**config.mk**
```make
export PLATFORM = sky130hd
export DESIGN_NAME = tone_detect_ctrl
export DESIGN_NICKNAME = d
export VERILOG_FILES = /design/src/rtl/tone_pkg.sv /design/src/rtl/tone_hyst.sv /design/src/rtl/tone_detect_ctrl.sv
export SDC_FILE = /design/constraint.sdc
export NUM_CORES = 1
export LEC_CHECK = 0
export ABC_AREA = 1
export CAP_MARGIN = 40
export CELL_PAD_IN_SITES_DETAIL_PLACEMENT = 1
export CELL_PAD_IN_SITES_GLOBAL_PLACEMENT = 1
export CORE_MARGIN = 2
export CORE_UTILIZATION = 37
export DETAILED_ROUTE_END_ITERATION = 6
export PLACE_DENSITY = 0.9
export RECOVER_POWER = 50
export SYNTH_ARGS = -nofsm -noshare
export SYNTH_HDL_FRONTEND = slang
export SYNTH_SLANG_ARGS = --single-unit
```
**constraint.sdc**
```tcl
create_clock -name clk -period 4.05 [get_ports clk]
set_input_delay 0.6075 -clock clk [delete_from_list [all_inputs] [get_ports clk]]
set_output_delay 0.6075 -clock clk [all_outputs]
set_load 0.005 [all_outputs]
```
**src/rtl/tone_pkg.sv**
```systemverilog
// Shared definitions for the tone-detect frame sequencer: bin layout and FSM states.
package tone_pkg;

    localparam int NUM_BINS  = 13;
    localparam int TOTAL_BIN = 0;
    localparam int REF_FIRST = 1;
    localparam int REF_LAST  = 6;
    localparam int TGT_FIRST = 7;
    localparam int TGT_LAST  = 12;
    localparam int MAG_W_DEF = 31;

    typedef enum logic [2:0] {
        ST_IDLE    = 3'd0,
        ST_COLLECT = 3'd1,
        ST_COMPARE = 3'd2,
        ST_WAIT    = 3'd3,
        ST_DECIDE  = 3'd4
    } state_e;

endpackage

```
**src/rtl/tone_hyst.sv**
```systemverilog
// Hit/miss hysteresis across decided frames; detect flips only after a run of agreeing verdicts.
module tone_hyst #(
    parameter int HIT_N  = 3,
    parameter int MISS_N = 4
) (
    input  logic clk,
    input  logic rst,
    input  logic upd,
    input  logic hit,
    output logic detect
);

    logic [3:0] hit_cnt_q, hit_cnt_d;
    logic [3:0] miss_cnt_q, miss_cnt_d;
    logic       detect_q, detect_d;

    always_comb begin
        hit_cnt_d  = hit_cnt_q;
        miss_cnt_d = miss_cnt_q;
        detect_d   = detect_q;
        if (upd) begin
            if (hit) begin
                miss_cnt_d = 4'd0;
                hit_cnt_d  = (hit_cnt_q == 4'd15) ? 4'd15 : hit_cnt_q + 4'd1;
                if (hit_cnt_d >= 4'(HIT_N)) begin
                    detect_d = 1'b1;
                end
            end else begin
                hit_cnt_d  = 4'd0;
                miss_cnt_d = (miss_cnt_q == 4'd15) ? 4'd15 : miss_cnt_q + 4'd1;
                if (miss_cnt_d >= 4'(MISS_N)) begin
                    detect_d = 1'b0;
                end
            end
        end
    end

    always_ff @(posedge clk) begin
        if (rst) begin
            hit_cnt_q  <= 4'd0;
            miss_cnt_q <= 4'd0;
            detect_q   <= 1'b0;
        end else begin
            hit_cnt_q  <= hit_cnt_d;
            miss_cnt_q <= miss_cnt_d;
            detect_q   <= detect_d;
        end
    end

    assign detect = detect_q;

endmodule

```
**src/rtl/tone_detect_ctrl.sv**
```systemverilog
// Frame sequencer: gathers 13 bin magnitudes, fires the comparator once, applies hysteresis.
// Handshake: a bin beat is consumed on any cycle with bin_valid=1 (no backpressure); comp_out_en is a one-cycle verdict strobe.
module tone_detect_ctrl
    import tone_pkg::*;
#(
    parameter int MAG_W   = MAG_W_DEF,
    parameter int HIT_N   = 3,
    parameter int MISS_N  = 4,
    parameter int TMO_CYC = 4
) (
    input  logic                      clk,
    input  logic                      rst,
    input  logic                      frame_start,
    input  logic                      bin_valid,
    input  logic [3:0]                bin_idx,
    input  logic [MAG_W-1:0]          bin_mag,
    output logic [NUM_BINS*MAG_W-1:0] mags,
    output logic                      comp_in_en,
    input  logic                      comp_is_large,
    input  logic                      comp_out_en,
    output logic                      frame_done,
    output logic                      frame_hit,
    output logic                      detect,
    output logic                      err,
    output state_e                    state_dbg
);

    localparam logic [NUM_BINS-1:0] ALL_SEEN = {NUM_BINS{1'b1}};

    state_e                    state_q, state_d;
    logic [NUM_BINS-1:0]       seen_q, seen_d;
    logic [NUM_BINS*MAG_W-1:0] mags_q, mags_d;
    logic [3:0]                tmo_q, tmo_d;
    logic                      hit_q, hit_d;
    logic                      upd;
    logic                      err_c;
    logic                      beat_ok;
    logic [NUM_BINS-1:0]       beat_mask;
    logic [NUM_BINS-1:0]       seen_upd;

    always_comb begin
        state_d   = state_q;
        seen_d    = seen_q;
        mags_d    = mags_q;
        tmo_d     = tmo_q;
        hit_d     = hit_q;
        upd       = 1'b0;
        err_c     = 1'b0;
        beat_ok   = bin_valid && (bin_idx < 4'(NUM_BINS));
        beat_mask = beat_ok ? (13'b1 << bin_idx) : '0;
        seen_upd  = seen_q | beat_mask;

        case (state_q)
            ST_IDLE: begin
                if (frame_start) begin
                    state_d = ST_COLLECT;
                    seen_d  = '0;
                end
            end
            ST_COLLECT: begin
                for (int k = 0; k < NUM_BINS; k++) begin
                    if (beat_ok && (bin_idx == 4'(k))) begin
                        mags_d[k*MAG_W +: MAG_W] = bin_mag;
                    end
                end
                seen_d = seen_upd;
                // A completing beat wins over a simultaneous frame_start.
                if (seen_upd == ALL_SEEN) begin
                    state_d = ST_COMPARE;
                end else if (frame_start) begin
                    err_c  = 1'b1;
                    seen_d = '0;
                end
            end
            ST_COMPARE: begin
                tmo_d   = 4'(TMO_CYC);
                state_d = ST_WAIT;
            end
            ST_WAIT: begin
                if (comp_out_en) begin
                    hit_d   = comp_is_large;
                    upd     = 1'b1;
                    state_d = ST_DECIDE;
                end else if (tmo_q == 4'd1) begin
                    err_c   = 1'b1;
                    state_d = ST_IDLE;
                end else begin
                    tmo_d = tmo_q - 4'd1;
                end
            end
            ST_DECIDE: begin
                state_d = ST_IDLE;
            end
            default: begin
                state_d = ST_IDLE;
            end
        endcase

        // Overrun: input arriving while a frame is being compared is dropped.
        if ((state_q == ST_COMPARE || state_q == ST_WAIT || state_q == ST_DECIDE) &&
            (bin_valid || frame_start)) begin
            err_c = 1'b1;
        end
    end

    always_ff @(posedge clk) begin
        if (rst) begin
            state_q <= ST_IDLE;
            seen_q  <= '0;
            mags_q  <= '0;
            tmo_q   <= 4'd0;
            hit_q   <= 1'b0;
        end else begin
            state_q <= state_d;
            seen_q  <= seen_d;
            mags_q  <= mags_d;
            tmo_q   <= tmo_d;
            hit_q   <= hit_d;
        end
    end

    // Counters update on the verdict edge so detect is visible alongside frame_done.
    tone_hyst #(
        .HIT_N  (HIT_N),
        .MISS_N (MISS_N)
    ) u_hyst (
        .clk    (clk),
        .rst    (rst),
        .upd    (upd),
        .hit    (comp_is_large),
        .detect (detect)
    );

    assign mags       = mags_q;
    assign comp_in_en = (state_q == ST_COMPARE);
    assign frame_done = (state_q == ST_DECIDE);
    assign frame_hit  = hit_q;
    assign err        = err_c;
    assign state_dbg  = state_q;

endmodule
```
==> impl_metrics.ini, run 1 <==
[sta]
max_freq_ghz = 0.282
hold_slack_ns = 0.445
period_minus_slack_ns = 3.54
slew_viol_final = 32
hold_violations = 0
rsz0062_at_grt = false
finClkSkew_ns = 0.0144
tightest_slew_ns = 1.79
tns_ns = 0
max-slew-margin-rel_pct = -19.1
finalSetupViolCount = 0
finalCritPeriodShare_pct = 87.5

[pwr]
power_density_nw_per_um2 = 412
power_frac_comb_pct = 6.3
clkPwrFrac_pct = 46.8
p_switching_w = 0.00222
switching_share_pct = 24.1
p_int_w = 0.00701
seq_power_share_pct = 47.0
p_leak_nw = 9.57
peakVddDrop_mv = 0.355
power.total_w = 0.00924

[floorplan]
io_pins = 452
die_h_um = 210
die_x_um = 210
coreArea_um2 = 42000
start_util_pct = 37.5
die_area_um2 = 44300
rows = 75

[detailed_routing]
vias = 15954
drtIter0Drc = 1018
postRouteAntennaNets = 0
wl_per_cell_um = 22.7
drc = 0
wl_mm = 68.2
drt_pre_antenna_iters = 5
viasPerCell = 5.31

[placed_design]
hpwl_mm = 45.0
routabilityCongestion = 0.840
placed_cells = 2917
dpl_cell_area_um2 = 20900
port_buffers = 451

[setup_path]
reg2reg_slack_ns = 1.11
timing_worst_setup_path_type = primary input to output port
rr_endpoint = mags[351]
crit_start = bin_valid
reg2reg_depth = 7
required_ns = 3.44
r2r_start = state_dbg[0]
crit_path_end_kind = output port
cp.arrival_ns = 2.94
cp_max_fo = 14
cp-start-kind = primary input

[global_route]
grt-ovfl-total = 0
grt_pass1_vias = 17077
grt_pass1_wl_mm = 102
grt_max_degree = 164
grt_antenna_before_repair = 4
grt_use_total_pct = 30.1

[synthesis]
yosysWarnings = 0
synth-seq-cells = 433
syn_inst = 2044
syn-num-nets = 2089
syn_area_per_cell_um2 = 7.72
synth_area_um2 = 15800
synth_cell_types = 32
synth-seq-area-share_pct = 55.0

[cts]
clock-sinks = 433
cts_resized = 0
cts_setup_buffers = 0
cts_tree = built
h-tree-depth = 2
cts_buffer_depth = 3
clk_latency_ns = 0.59
ctsHoldBuffers = 0
cts_root_buf = clkbuf_16
path_clk_slew_ns = 0.06
cts_inserted_buffers = 46

[layout]
final_common_cell = dfxtp_1
syn_to_final_growth_pct = 42.1
fin_cells = 3004
fillers = 4955
final_area_um2 = 22400
drive_above_1_share_pct = 5.84
fin_nets = 2471
final_cell_mix = 433 x dfxtp_1, 401 x nor2_1, 398 x o21ai_0

[outcome]
outcome = complete, but fails checks
violations = max-capacitance violations, max-slew violations

[hold_path]
hold_path_depth = 2
hold_path_end = mags[188]
holdCritStartpoint = mags[188]
hp-class = flop to flop

[job]
max_cap_violations = 1
[power groups by stage]
stage,registers [W],clock network [W],logic (W)
finish,0.00434,0.00432,0.000579
global route,0.00434,0.00456,0.000621
CTS,0.00434,0.00438,0.000590
detailed placement,0.00443,0,0.000578
global placement,0.00443,0,0.000528
floorplan,0.00443,0,0.000256
[cells by family (layout without fill, tap and decap cells)]
| kind of cell | after synthesis | count (layout) | synth area share, % |
|---|---|---|---|
| AO/OA/AOI/OAI | 662 | 662 | 21.4 |
| XOR/XNOR | 1 | 1 | 0.0555 |
| adder cells (fa/ha/maj) | 4 | 4 | 0.317 |
| buffers and inverters | 421 | 841 | 10.3 |
| flip-flops | 433 | 433 | 55.0 |
| other | 0 | 1 | 0 |
| AND/OR/NAND/NOR | 523 | 523 | 13.0 |
[layer usage]
layer | up-vias | share of wire, % | track usage (%)
met5 | - | 0 | 0
met4 | 0 | 4.5 | 14.1
met3 | 190 | 8.0 | 8.83
met2 | 634 | 48 | 51.5
met1 | 7849 | 39 | 34.5
li1 | 7281 | - | -
[critical path, cell delays in order]
cell             delay (ns)
dlygate4sd3_1          0.74
nand3_4                0.14
nand2_2                0.26
nand2_1                0.10
nand2_1                0.10
nand3_1                0.08
nor2_1                 0.12
nand2_1                0.11
nand2_1                0.11
o211ai_1               0.11
clkdlybuf4s50_1        0.47
[worst max path at each step]
stage                      to  slack [ns]  depth (start not counted)
final                     err        0.51                         11
after global routing      err        0.31                         11
after CTS                 err        0.56                         11
after detailed placement  err        0.55                         12
after global placement    err        0.63                         11
after floorplan           err        1.85                         11
[area by class of cell]
type / instances / area [µm²] / area share, %
multi-input cells: 1190 / 5530 / 24.7
well taps: 539 / 674 / 3.01
inverters: 260 / 983 / 4.39
repair buffers: 495 / 5010 / 22.4
flip-flops and latches: 433 / 8670 / 38.7
clock inverters: 14 / 148 / 0.659
diodes: 1 / 2.50 / 0.0112
clock buffers: 72 / 1400 / 6.25
[flip-flops by register name (all words and copies together) (netlist names)]
name / cells
mags: 403
u_hyst.miss_cnt_q: 4
state_dbg: 3
u_hyst.hit_cnt_q: 4
u_hyst.detect: 1
tmo_q: 4
frame_hit: 1
seen_q: 13
[cell usage after synthesis]
| cell | instances | area, µm² |
|---|---|---|
| nand2_1 | 81 | 304 |
| clkbuf_1 | 143 | 537 |
| o21ai_1 | 12 | 60.1 |
| nand3_1 | 25 | 125 |
| o32ai_1 | 1 | 8.76 |
| a21oi_1 | 234 | 1170 |
| o211ai_1 | 3 | 22.5 |
| dfxtp_1 | 433 | 8670 |
| buf_6 | 2 | 22.5 |
| inv_1 | 253 | 950 |
| buf_4 | 2 | 15.0 |
| a211oi_1 | 1 | 7.51 |
| nor3_2 | 1 | 10.0 |
| or2_2 | 1 | 6.26 |
| xnor2_1 | 1 | 8.76 |
| a21oi_2 | 10 | 87.6 |
| nand3_4 | 1 | 17.5 |
| ha_1 | 4 | 50.1 |
| nand2_2 | 2 | 12.5 |
| nand4_1 | 4 | 25.0 |
| buf_1 | 1 | 3.75 |
| o21bai_1 | 1 | 7.51 |
| nor2_2 | 2 | 12.5 |
| nand3b_1 | 1 | 7.51 |
| nor3_1 | 2 | 10.0 |
| a31oi_1 | 2 | 12.5 |
| o21ai_0 | 398 | 1990 |
| nor3_4 | 1 | 16.3 |
| buf_2 | 13 | 65.1 |
| nor2_1 | 402 | 1510 |
| inv_2 | 6 | 22.5 |
| clkinv_1 | 1 | 3.75 |
[stage by stage]
| step | setup WS [ns] | util (%) |
|---|---|---|
| final | 0.505 | 53.3 |
| after global routing | 0.305 | 53.3 |
| after CTS | 0.562 | 53.4 |
| after detailed placement | 0.554 | 49.7 |
| after global placement | 0.627 | 49.1 |
| after floorplan | 1.85 | - |
No activity file was read; power rests on OpenSTA's default activity.
==> run 2: changes to the inputs <==
Settings changed: CTS_CLUSTER_SIZE from default to 12, REMOVE_ABC_BUFFERS from default to 1.
==> run 2 against run 1 <==
Compared with the run above:
- the run still ends with max-capacitance violations, max-slew violations left
- clock power rose by 6.7%
- sequential share of layout area rose by 0.16 points
- critical path depth did not move
- cell area fell by 0.42%
- total power rose by 2.6%
- clock skew rose by 0.017 ns
- final cell count fell by 0.60%
- worst setup slack got worse by 0.17 ns
- sequential power barely moved
- via count rose by 0.15%
- die area did not move
- largest cell class unchanged
- highest routed layer unchanged
==> impl_metrics.ini, run 2 (synthesis gave the netlist of run 1 again) <==
[placed_design]
dp_slack_ns = 0.453
port_buffers = 451
routabilityCongestion = 0.827
hpwl_mm = 42.7

[hold_path]
hp-class = flop to flop
holdCritStartpoint = mags[312]

[setup_path]
cp-start-kind = primary input
cp.arrival_ns = 3.10
crit_start = bin_valid
timing_worst_setup_path_type = primary input to output port
required_ns = 3.44
cp_max_fo = 14
crit_path_end_kind = output port
r2r_start = state_dbg[1]

[global_route]
use_met1_pct = 32.7
grt_pass1_wl_mm = 100
grt-ovfl-total = 0
grt_max_degree = 125
use_met2_pct = 52.0
grt_pass1_vias = 16990
grt-busiest-layer = met2
grt_use_total_pct = 29.4
gr-usage-met3_pct = 6.54
grt_antenna_before_repair = 0

[cts]
cts_buffer_depth = 3
path_clk_slew_ns = 0.06
h-tree-depth = 2
cts_inserted_buffers = 48
clk_latency_ns = 0.59
ctsHoldBuffers = 0
cts_resized = 0
clock-sinks = 433
cts_setup_buffers = 0
cts_root_buf = clkbuf_16
cts_tree = built

[sta]
finClkSkew_ns = 0.0316
finalSetupViolCount = 0
max-slew-margin-rel_pct = -18.1
rsz0062_at_grt = false
max_freq_ghz = 0.270
worst_slack_ns = 0.340
hold_slack_ns = 0.443
finalCritPeriodShare_pct = 91.6
period_minus_slack_ns = 3.71
slew_viol_final = 31
hold_violations = 0
tns_ns = 0
tightest_slew_ns = 1.77

[layout]
drive_above_1_share_pct = 5.60
final_cell_mix = 433 x dfxtp_1, 408 x dlygate4sd3_1, 401 x nor2_1
fillers = 4946
largest_reg_flops = 403
fin_nets = 2457
final_common_cell = dfxtp_1
syn_to_final_growth_pct = 41.5

[detailed_routing]
drt_pre_antenna_iters = 5
drtIter0Drc = 866
postRouteAntennaNets = 0
wl_per_cell_um = 22.5
drc = 0
viasPerCell = 5.35
vias = 15978
wl_mm = 67.1

[floorplan]
start_util_pct = 37.5
die_h_um = 210
coreArea_um2 = 42000
rows = 75
die_area_um2 = 44300
die_x_um = 210
io_pins = 452

[outcome]
outcome = complete, but fails checks
violations = max-capacitance violations, max-slew violations

[job]
max_cap_violations = 1

[pwr]
p_leak_nw = 9.57
power_density_nw_per_um2 = 425
peakVddDrop_mv = 0.290
[run 2: cell types whose count changed in the layout (fill, tap and decap cells not counted), moves of 5 or more]
cell	before	now
clkdlybuf4s50_1	65	43
dlygate4sd3_1	386	408
buf_8	11	1
inv_1	255	249
inv_2	4	10
clkinv_2	8	3
[run 2: per-stage QoR]
step | util, % | instances | instance area (µm²) | power (W)
3_3_place_gp | 49.1 | 2898 | 20600 | 0.00493
2_1_floorplan | - | 1883 | 15100 | 0.00466
5_1_grt | 53.1 | 2985 | 22300 | 0.00976
6_report | 53.1 | 2986 | 22300 | 0.00948
3_5_place_dp | 49.2 | 2901 | 20700 | 0.00496
4_1_cts | 53.1 | 2985 | 22300 | 0.00955
[run 2: final timing paths]
kind | end | slack [ns] | cells after the start
max | err | 0.34 | 11
min reg2reg | mags[312] | 0.44 | 2
max reg2reg | mags[192] | 1.29 | 5
min | mags[312] | 0.44 | 2
[run 2: routing by layer]
layer / vias to the layer above / wire (µm)
met3: 211 / 4460
li1: 7244 / -
met1: 7883 / 26000
met2: 640 / 33100
met4: 0 / 3630
met5: - / 0
[run 2: layout make-up]
| cell class | instances | area [µm²] | share of cell area, % |
|---|---|---|---|
| Clock buffer | 72 | 1420 | 6.37 |
| Multi-Input combinational cell | 1190 | 5570 | 25.0 |
| Sequential cell | 433 | 8670 | 38.8 |
| Timing Repair Buffer | 479 | 4780 | 21.4 |
| Tap cell | 539 | 674 | 3.02 |
| Antenna cell | 1 | 2.50 | 0.0112 |
| Inverter | 260 | 983 | 4.41 |
| Clock inverter | 12 | 220 | 0.986 |
[run 2: where the power goes]
group          internal (W)  leakage, nW  switching (W)  total, W
combinational      0.000178         5.28       0.000351  0.000528
clock               0.00280        0.803        0.00182   0.00461
sequential          0.00431         3.49      0.0000296   0.00434
total               0.00728         9.57        0.00220   0.00948
[run 2: worst max-delay path: stages]
cell,delay (ns)
dlygate4sd3_1,0.76
nand3_4,0.14
nand2_2,0.34
nand2_1,0.11
nand2_1,0.11
nand3_1,0.08
nor2_1,0.13
nand2_1,0.11
nand2_1,0.12
o211ai_1,0.11
clkdlybuf4s50_1,0.48
==> run 3: changes to the inputs <==
Settings changed: RECOVER_POWER 50 to default.
==> run 3 against run 2 <==
Compared with the run above:
- critical path type unchanged
- worst hold slack improved by 0.0032 ns
- final cell count about the same
- clock-buffer cell count unchanged
- sequential power about the same
- die area unchanged
- clock power about the same
- the flow now finishes without violations
- fmax increased by 1.8%
- register-to-register slack improved by 0.05 ns
- global-route usage unchanged
- via count decreased by 0.66%
- critical path depth unchanged
- clock skew decreased by 0.0013 ns
==> impl_metrics.ini, run 3 (synthesis gave the netlist of run 1 again) <==
[global_route]
grt_pass1_vias = 16990
grt_pass1_wl_mm = 100
grt_max_degree = 125
grt-ovfl-total = 0
grt_antenna_before_repair = 0
use_met1_pct = 32.7
grt-busiest-layer = met2
use_met2_pct = 52.0
grt_use_total_pct = 29.4
gr-usage-met3_pct = 6.54

[floorplan]
rows = 75
die_h_um = 210
die_x_um = 210
die_area_um2 = 44300
start_util_pct = 37.5
io_pins = 452
coreArea_um2 = 42000

[sta]
finalCritPeriodShare_pct = 90.0
finalSetupViolCount = 0
slew_viol_final = 0
rsz0062_at_grt = false
finClkSkew_ns = 0.0303
hold_slack_ns = 0.446
max-slew-margin-rel_pct = 38.4
hold_violations = 0
tightest_slew_ns = 0.922
worst_slack_ns = 0.405
period_minus_slack_ns = 3.65
max_freq_ghz = 0.274

[detailed_routing]
drc = 0
wl_mm = 67.1
viasPerCell = 5.32
wl_per_cell_um = 22.5
drt_pre_antenna_iters = 5
drtIter0Drc = 941
vias = 15873
postRouteAntennaNets = 0

[layout]
fillers = 4947
num_antenna_cells = 0
final_cell_mix = 451 x clkdlybuf4s50_1, 433 x dfxtp_1, 401 x nor2_1
multi_input_area_um2 = 5580
final_area_um2 = 22300
fin_nets = 2457
final_common_cell = clkdlybuf4s50_1
fin_cells = 2985
syn_to_final_growth_pct = 41.6
largest_reg_flops = 403
drive_above_1_share_pct = 5.72
seq_area_um2 = 8670

[job]
max_cap_violations = 0

[cts]
clk_latency_ns = 0.59
clock-sinks = 433
h-tree-depth = 2
cts_buffer_depth = 3
cts_setup_buffers = 0
ctsHoldBuffers = 0
cts_resized = 0
cts_root_buf = clkbuf_16
path_clk_slew_ns = 0.06
cts_inserted_buffers = 48
cts_tree = built

[placed_design]
hpwl_mm = 42.7
dpl_cell_area_um2 = 20700
dp_slack_ns = 0.453
port_buffers = 451
routabilityCongestion = 0.827
placed_cells = 2901

[setup_path]
max_stage_delay_ns = 0.69
crit_chain = clkdlybuf4s50_1, nand3_4, nand2_2, nand2_1, nand2_1, nand3_1, nor2_1, nand2_1, nand2_1, o211ai_1, clkdlybuf4s50_1
cp.arrival_ns = 3.04
crit_family = buffers and inverters
cp-start-kind = primary input
cp_num_buf_inv = 2
crit_path_frequent_cell = nand2_1
required_ns = 3.44
cp_slowest_cell = clkdlybuf4s50_1
cp_max_fo = 14
timing_worst_setup_path_type = primary input to output port
crit_path_end_kind = output port

[outcome]
outcome = complete, no violations

[pwr]
power_density_nw_per_um2 = 425
p_leak_nw = 8.13
peakVddDrop_mv = 0.290

[hold_path]
hp-class = flop to flop
run 3: cell types whose count changed in the layout (fill, tap and decap cells not counted):
cell / previous run / this run
buf_4: 22 / 23
clkbuf_1: 13 / 12
clkdlybuf4s50_1: 43 / 451
diode_2: 1 / 0
dlygate4sd3_1: 408 / 0
inv_1: 249 / 248
inv_2: 10 / 11
nand3_1: 19 / 18
nand3_2: 2 / 3
run 3: worst min-delay path: cells and delay by family, from the launching register on:
family | cells | cell delay, ns
DFF | 1 | 0.31
AOI/OAI and AO/OA | 1 | 0.05
buffers and inverters | 1 | 0.05
run 3: worst paths after layout:
| path | cells after the start | from | slack, ns | end |
|---|---|---|---|---|
| worst max-delay path | 11 | bin_valid | 0.40 | err |
| worst min-delay path | 2 | mags[312] | 0.45 | mags[312] |
| worst max register to register | 7 | state_dbg[0] | 1.34 | mags[10] |
| worst min register to register | 2 | mags[312] | 0.45 | mags[312] |
run 3: per-layer routing:
layer	part of all wire, %	wire length (µm)
met4	5.4	3620
met2	49	33000
met1	38	25800
met5	0	0
met3	6.9	4650
run 3: stage by stage:
stage / util, % / setup TNS, ns / total power [W]
final: 53.1 / 0 / 0.00949
after global routing: 53.1 / 0 / 0.00978
after CTS: 53.1 / 0 / 0.00955
after detailed placement: 49.2 / 0 / 0.00496
after global placement: 49.1 / 0 / 0.00493
after floorplan: - / -725.74 / 0.00466
run 3: layout make-up:
class                      count  share of cell area, %
sequential                   433                   38.8
multi-input combinational   1190                   25.0
timing repair buffer         479                   21.4
clock buffer                  72                   6.37
inverter                     260                   4.40
tap                          539                   3.02
clock inverter                12                  0.986
run 3: where the power goes:
part	switching (W)	internal (W)
Sequential	0.0000315	0.00431
Clock	0.00181	0.00280
Combinational	0.000351	0.000193
